## src/rtl/pwm_pkg.sv

```systemverilog
`default_nettype none
// ============================================================================
// Module      : pwm_pkg
// Description : Shared types and helpers for the multi-channel PWM generator:
//               output mode enum, per-channel configuration record and the
//               clock-cycles-per-microsecond helper.
//               Optional macro PWM_PHASE_EN adds a phase field to the record.
// Revision    : 1.0 - initial release
// ============================================================================
package pwm_pkg;

    // Storage width of configuration fields; channels use the low DATA_WIDTH bits,
    // the remainder is always zero and folds away in synthesis.
    localparam int unsigned c_MAX_DW = 64;

    typedef enum logic [0:0] {
        PWM_EDGE   = 1'b0,
        PWM_CENTER = 1'b1
    } pwm_mode_e;

    typedef struct packed {
        logic [c_MAX_DW-1:0] period;
        logic [c_MAX_DW-1:0] duty;
        pwm_mode_e           mode;
`ifdef PWM_PHASE_EN
        logic [c_MAX_DW-1:0] phase;
`endif
    } pwm_cfg_t;

    function automatic int unsigned us_cycles(input int unsigned clk_period_ns);
        return 1000 / clk_period_ns;
    endfunction

endpackage
`default_nettype wire

```

## src/rtl/pwm_channel.sv

```systemverilog
`default_nettype none
// ============================================================================
// Module      : pwm_channel
// Description : One PWM channel: pending/active configuration registers,
//               period counter and registered pwm / period_start outputs.
//               Optional macro PWM_PHASE_EN enables a start phase.
// Revision    : 1.0 - initial release
// ============================================================================
module pwm_channel
    import pwm_pkg::*;
#(
    parameter int DATA_WIDTH = 32
) (
    input  logic     clk,
    input  logic     rst,
    input  logic     i_en,
    input  logic     i_wr,
    input  pwm_cfg_t i_cfg,
    output logic     o_pending,
    output logic     o_pwm,
    output logic     o_period_start
);

    pwm_cfg_t              r_pend;
    pwm_cfg_t              r_act;
    logic                  r_pend_valid;
    logic [DATA_WIDTH-1:0] r_k;
    logic                  r_run_d;
    logic                  r_pwm;
    logic                  r_period_start;

    logic                  w_run;
    logic                  w_rise;
    logic                  w_wrap;
    logic                  w_load;
    logic                  w_high;
    logic [c_MAX_DW-1:0]   w_start;
    logic [c_MAX_DW-1:0]   w_k;
    logic [c_MAX_DW-1:0]   w_off;
    logic [c_MAX_DW-1:0]   w_end;
    logic [DATA_WIDTH-1:0] w_k_next;

    // A channel only counts with a non-zero active period; a fresh start
    // (enable rising or period becoming valid) begins at the start value.
    assign w_run  = i_en && (r_act.period != '0);
    assign w_rise = w_run && !r_run_d;

`ifdef PWM_PHASE_EN
    assign w_start = (r_act.phase < r_act.period) ? r_act.phase : '0;
`else
    assign w_start = '0;
`endif

    assign w_k    = w_rise ? w_start : c_MAX_DW'(r_k);
    assign w_wrap = w_run && (w_k == r_act.period - c_MAX_DW'(1));
    // Pending settings take effect at the wrap, or immediately when idle.
    assign w_load = r_pend_valid && (!w_run || w_wrap);

    assign w_k_next = (!w_run || w_wrap) ? '0 : DATA_WIDTH'(w_k + c_MAX_DW'(1));

    // Output level for the current counter value (before registering).
    always_comb begin
        w_off  = (r_act.period - r_act.duty) >> 1;
        w_end  = w_off + r_act.duty;
        w_high = 1'b0;
        if (r_act.duty == '0) begin
            w_high = 1'b0;
        end else if (r_act.duty >= r_act.period) begin
            w_high = 1'b1;
        end else if (r_act.mode == PWM_EDGE) begin
            w_high = (w_k < r_act.duty);
        end else begin
            w_high = (w_k >= w_off) && (w_k < w_end);
        end
    end

    // Counter, configuration registers and registered outputs.
    always_ff @(posedge clk or posedge rst) begin
        if (rst) begin
            r_pend         <= '0;
            r_act          <= '0;
            r_pend_valid   <= 1'b0;
            r_k            <= '0;
            r_run_d        <= 1'b0;
            r_pwm          <= 1'b0;
            r_period_start <= 1'b0;
        end else begin
            r_k            <= w_k_next;
            r_run_d        <= w_run;
            r_pwm          <= w_run && w_high;
            r_period_start <= w_run && (w_k == '0);
            if (w_load) begin
                r_act        <= r_pend;
                r_pend_valid <= 1'b0;
            end else if (i_wr && !r_pend_valid) begin
                r_pend       <= i_cfg;
                r_pend_valid <= 1'b1;
            end
        end
    end

    assign o_pending      = r_pend_valid;
    assign o_pwm          = r_pwm;
    assign o_period_start = r_period_start;

endmodule
`default_nettype wire

```

## src/rtl/pwm_multi_gen.sv

```systemverilog
`default_nettype none
// ============================================================================
// Module      : pwm_multi_gen
// Description : NUM_CH independent PWM channels with a shared configuration
//               write port (microsecond units converted to clock cycles).
//               Optional macro PWM_PHASE_EN adds the cfg_phase input.
// Revision    : 1.0 - initial release
// ============================================================================
module pwm_multi_gen
    import pwm_pkg::*;
#(
    parameter  int NUM_CH     = 4,
    parameter  int DATA_WIDTH = 32,
    parameter  int CLK_PERIOD = 100,
    localparam int c_CH_W     = (NUM_CH > 1) ? $clog2(NUM_CH) : 1
) (
    input  logic                  clk,
    input  logic                  rst,
    input  logic                  cfg_valid,
    output logic                  cfg_ready,
    input  logic [c_CH_W-1:0]     cfg_ch,
    input  logic [DATA_WIDTH-1:0] cfg_period,
    input  logic [DATA_WIDTH-1:0] cfg_duty,
    input  logic                  cfg_mode,
`ifdef PWM_PHASE_EN
    input  logic [DATA_WIDTH-1:0] cfg_phase,
`endif
    input  logic [NUM_CH-1:0]     ch_en,
    output logic [NUM_CH-1:0]     pwm,
    output logic [NUM_CH-1:0]     period_start
);

    localparam int unsigned c_US = us_cycles(CLK_PERIOD);

    logic [NUM_CH-1:0]     w_pend;
    logic [DATA_WIDTH-1:0] w_p;
    logic [DATA_WIDTH-1:0] w_d;
    pwm_cfg_t              w_cfg;

    // Microsecond to cycle conversion, truncated to DATA_WIDTH.
    assign w_p = cfg_period * DATA_WIDTH'(c_US);
    assign w_d = cfg_duty * DATA_WIDTH'(c_US);

    // Assemble the configuration record broadcast to all channels.
    always_comb begin
        w_cfg        = '0;
        w_cfg.period = c_MAX_DW'(w_p);
        w_cfg.duty   = c_MAX_DW'(w_d);
        w_cfg.mode   = cfg_mode ? PWM_CENTER : PWM_EDGE;
`ifdef PWM_PHASE_EN
        w_cfg.phase  = c_MAX_DW'(cfg_phase * DATA_WIDTH'(c_US));
`endif
    end

    // A channel is ready when its pending slot is free.
    always_comb begin
        cfg_ready = 1'b0;
        for (int i = 0; i < NUM_CH; i++) begin
            if (cfg_ch == c_CH_W'(i)) begin
                cfg_ready = !w_pend[i];
            end
        end
    end

    generate
        for (genvar g = 0; g < NUM_CH; g++) begin : g_ch
            logic w_wr;
            assign w_wr = cfg_valid && cfg_ready && (cfg_ch == c_CH_W'(g));

            pwm_channel #(
                .DATA_WIDTH (DATA_WIDTH)
            ) u_ch (
                .clk            (clk),
                .rst            (rst),
                .i_en           (ch_en[g]),
                .i_wr           (w_wr),
                .i_cfg          (w_cfg),
                .o_pending      (w_pend[g]),
                .o_pwm          (pwm[g]),
                .o_period_start (period_start[g])
            );
        end
    endgenerate

endmodule
`default_nettype wire

```

## config.mk

```make
export PLATFORM = sky130hd
export DESIGN_NAME = pwm_multi_gen
export DESIGN_NICKNAME = d
export VERILOG_FILES = /design/src/rtl/pwm_pkg.sv /design/src/rtl/pwm_channel.sv /design/src/rtl/pwm_multi_gen.sv
export SDC_FILE = /design/constraint.sdc
export NUM_CORES = 2
export LEC_CHECK = 0
export BUFFER_PORTS_ARGS = -buffer_cell sky130_fd_sc_hd__buf_2
export CAP_MARGIN = 10
export CORE_AREA = 2 2 413 456
export DETAILED_ROUTE_END_ITERATION = 6
export DIE_AREA = 0 0 415 458
export PLACE_DENSITY = 0.48
export SYNTH_ARGS = -nofsm -noshare
export SYNTH_HDL_FRONTEND = slang
export SYNTH_SLANG_ARGS = --single-unit
export TNS_END_PERCENT = 1
```

## constraint.sdc

```tcl
create_clock -name clk -period 24.2 [get_ports clk]
set_input_delay 0 -clock clk [delete_from_list [all_inputs] [get_ports clk]]
set_output_delay 0 -clock clk [all_outputs]
set_load 0.05 [all_outputs]
```

==> flow_summary.ini <==
[route]
wl_per_cell_um = 21.6
ant_nets = 0
routed_wl_mm = 191
drc = 0
firstDrtPassIters = 5
via_per_inst = 5.27
drtIter0Drc = 3031
vias = 46500

[synthesis]
synthesis.area_sq_mm = 0.0555
netlist-cell-type-count = 90
ys_ff_latch = 648
yosys_warnings = 0
ys_top_cells_by_count = ha_1 (750), dfrtp_1 (648), nand2_1 (489)
seq_area_frac_synth = 0.292
yosysTopAreaCellShare = 0.292
yosys.area.top_type = dfrtp_1
async_flop_share = 1.00
syn-instance-count = 6292
synthTopCellsByArea = dfrtp_1 (29%), ha_1 (17%), xnor2_1 (5.0%)
synthFlopType = dfrtp_1
synth-edff-count = 0
synth_most_common_cell = ha_1
avgSynthCellArea_sq_um = 8.82
syn-num-nets = 7126

[finish]
drive_gt1_frac = 0.0712
syn_to_final_growth_pct = 10.8
fin_nets = 7153

[setup_path]
timing.rr.start = g_ch[0].u_ch.r_act[66]
crit_arrival_ns = 8.75
reg2reg_depth = 31
critPathBufInv = 3
r2r_end = g_ch[0].u_ch.o_pwm
worst_path_dominant_cell_family = compound AO/OA/AOI/OAI gates
crit_path_end_kind = flop
timing.critical_path.slowest_stage_cell = a2111oi_0
reg2reg_slack_ns = 15.99
start_kind = flop
path_max_fanout = 6
crit_path_max_incr_delay_ns = 0.76
path_class = flop to flop
required_ns = 24.73

[clock_network]
cts-buffers-inserted = 76
clockBufferDepth = 3
clkTransAtPathRegs_ns = 0.07
clk_latency_ns = 0.69
cts.sinks = 648
cts_max_level = 3
cts_tree = built
root_buffer = clkbuf_16
postCtsSetupBuffers = 0

[sta]
drv_slew = 0
skew_ns = 0.0247
hold_viol_final = 0
tightest_slew_ns = 1.11
relSlewSlack = 0.254
setup_tns_ns = 0
setup_viol = 0
fin_crit_sh = 0.339
fmax_ghz = 0.122
period_minus_slack_ns = 8.21
rsz0062_at_grt = false

[worst_hold_path]
min_delay_worst_endpoint = g_ch[3].u_ch.r_pend[23]
hold_path.class = input pin to flop
hp-start = cfg_valid
hold_depth = 3

[placed_design]
io_buffers = 80
place_hpwl_mm = 151
gp_congestion = 0.906

[floorplanning]
die_w_um = 415
start_util = 0.299
rows = 166
ios = 83
core_sq_mm = 0.185
dieArea_sq_mm = 0.190
die_y_um = 458

[outcome]
status = finished, final reports clean

[global_routing]
grt_first_pass_wirelength_mm = 288
antenna_found_initial = 19
grt_pass1_vias = 46000
overflow = 0
grt_max_degree = 152
grt_usage = 0.197

[job]
max-cap-violations = 0
[worst max-delay path by stage]
stage / start / end / cells after the start
detailed placement: g_ch[1].u_ch.r_act[66] / g_ch[1].u_ch.o_pwm / 30
CTS: g_ch[1].u_ch.r_act[66] / g_ch[1].u_ch.o_pwm / 30
finish: g_ch[0].u_ch.r_act[66] / g_ch[0].u_ch.o_pwm / 31
floorplan: rst / g_ch[0].u_ch.o_pending / 1
global placement: g_ch[1].u_ch.r_act[66] / g_ch[1].u_ch.o_pwm / 30
global route: g_ch[1].u_ch.r_act[66] / g_ch[1].u_ch.o_pwm / 30
[tightest hold or removal path: stages]
cell	delay, ns
buf_2	0.19
nand3_4	0.37
o21ai_0	0.12
[area by class of cell]
cell class / count / area, sq um
clock buffers: 102 / 2220
well taps: 2436 / 3050
fillers: 19400 / 124000
diodes: 13 / 32.5
clock inverters: 35 / 410
multi-input cells: 5057 / 37100
repair buffers: 147 / 971
inverters: 389 / 1470
flip-flops and latches: 648 / 16200
[registers in the layout, indices dropped and copies added (netlist names)]
signal and cells:
g_ch.u_ch.r_pend 252, g_ch.u_ch.r_run_d 4, g_ch.u_ch.r_k 128, g_ch.u_ch.o_pending 4, g_ch.u_ch.r_act 252, g_ch.u_ch.o_period_start 4
g_ch.u_ch.o_pwm 4
[repair_timing]
item / in CTS / in global routing
hold buffers: 17 / 0
endpoints found under the hold margin: 147 / 0
resized for setup: 0 / 0
[per-stage QoR]
stage	hold slack, ns	util	worst slack [ns]	instances	area, sq um
2_1_floorplan	0.105	-	6.04	6292	55500
3_3_place_gp	0.174	0.317	16.26	8660	58700
3_5_place_dp	0.173	0.317	16.19	8660	58700
4_1_cts	0.00785	0.332	16.14	8814	61500
5_1_grt	0.0804	0.332	15.46	8825	61500
6_report	0.0578	0.332	15.99	8827	61500
[cell families (layout without fill, tap and decap cells)]
family | Yosys count | in the layout | synth area share
simple gates | 1980 | 1980 | 0.181
other cells | 0 | 13 | 0
xor+xnor | 570 | 570 | 0.0910
compound gates | 1482 | 1482 | 0.167
buf+inv | 587 | 673 | 0.0420
fa+ha+maj | 760 | 760 | 0.173
mux | 265 | 265 | 0.0536
flops | 648 | 648 | 0.292
[per-layer routing]
layer,track usage,part of all wire,vias up
met1,0.248,0.44,22700
met4,0.0855,0.045,0
met2,0.345,0.49,816
li1,-,-,22800
met3,0.0146,0.031,247
met5,0,0,-
[placed cells by master (no fill, tap or decap), types with 22 or more instances in the layout]
cell type | netlist | routed
dfrtp_1 | 648 | 648
mux2_1 | 142 | 142
or4_1 | 27 | 27
and3_1 | 60 | 60
buf_4 | 9 | 48
xnor2_1 | 317 | 309
and2_1 | 109 | 108
nor2b_1 | 79 | 79
o211ai_1 | 33 | 33
nor4_1 | 113 | 112
nor3_1 | 145 | 145
nand2_1 | 489 | 488
a21oi_1 | 350 | 350
o31ai_1 | 32 | 31
a21o_1 | 206 | 206
clkbuf_16 | 0 | 77
o21a_1 | 56 | 56
a31oi_1 | 39 | 39
nand4_1 | 134 | 134
nor2_1 | 394 | 394
nand2b_1 | 92 | 92
mux2_2 | 115 | 115
o21ai_0 | 471 | 470
nand3_1 | 174 | 172
buf_2 | 7 | 80
ha_1 | 750 | 750
a2111oi_0 | 25 | 24
inv_1 | 387 | 386
a211oi_1 | 38 | 38
o21bai_1 | 45 | 45
or3_1 | 37 | 36
or2_2 | 23 | 23
xor2_1 | 249 | 245
and4_1 | 22 | 22
Power is not shown: default switching activity piles up to over one toggle a cycle in this logic, so the estimate is an artifact.
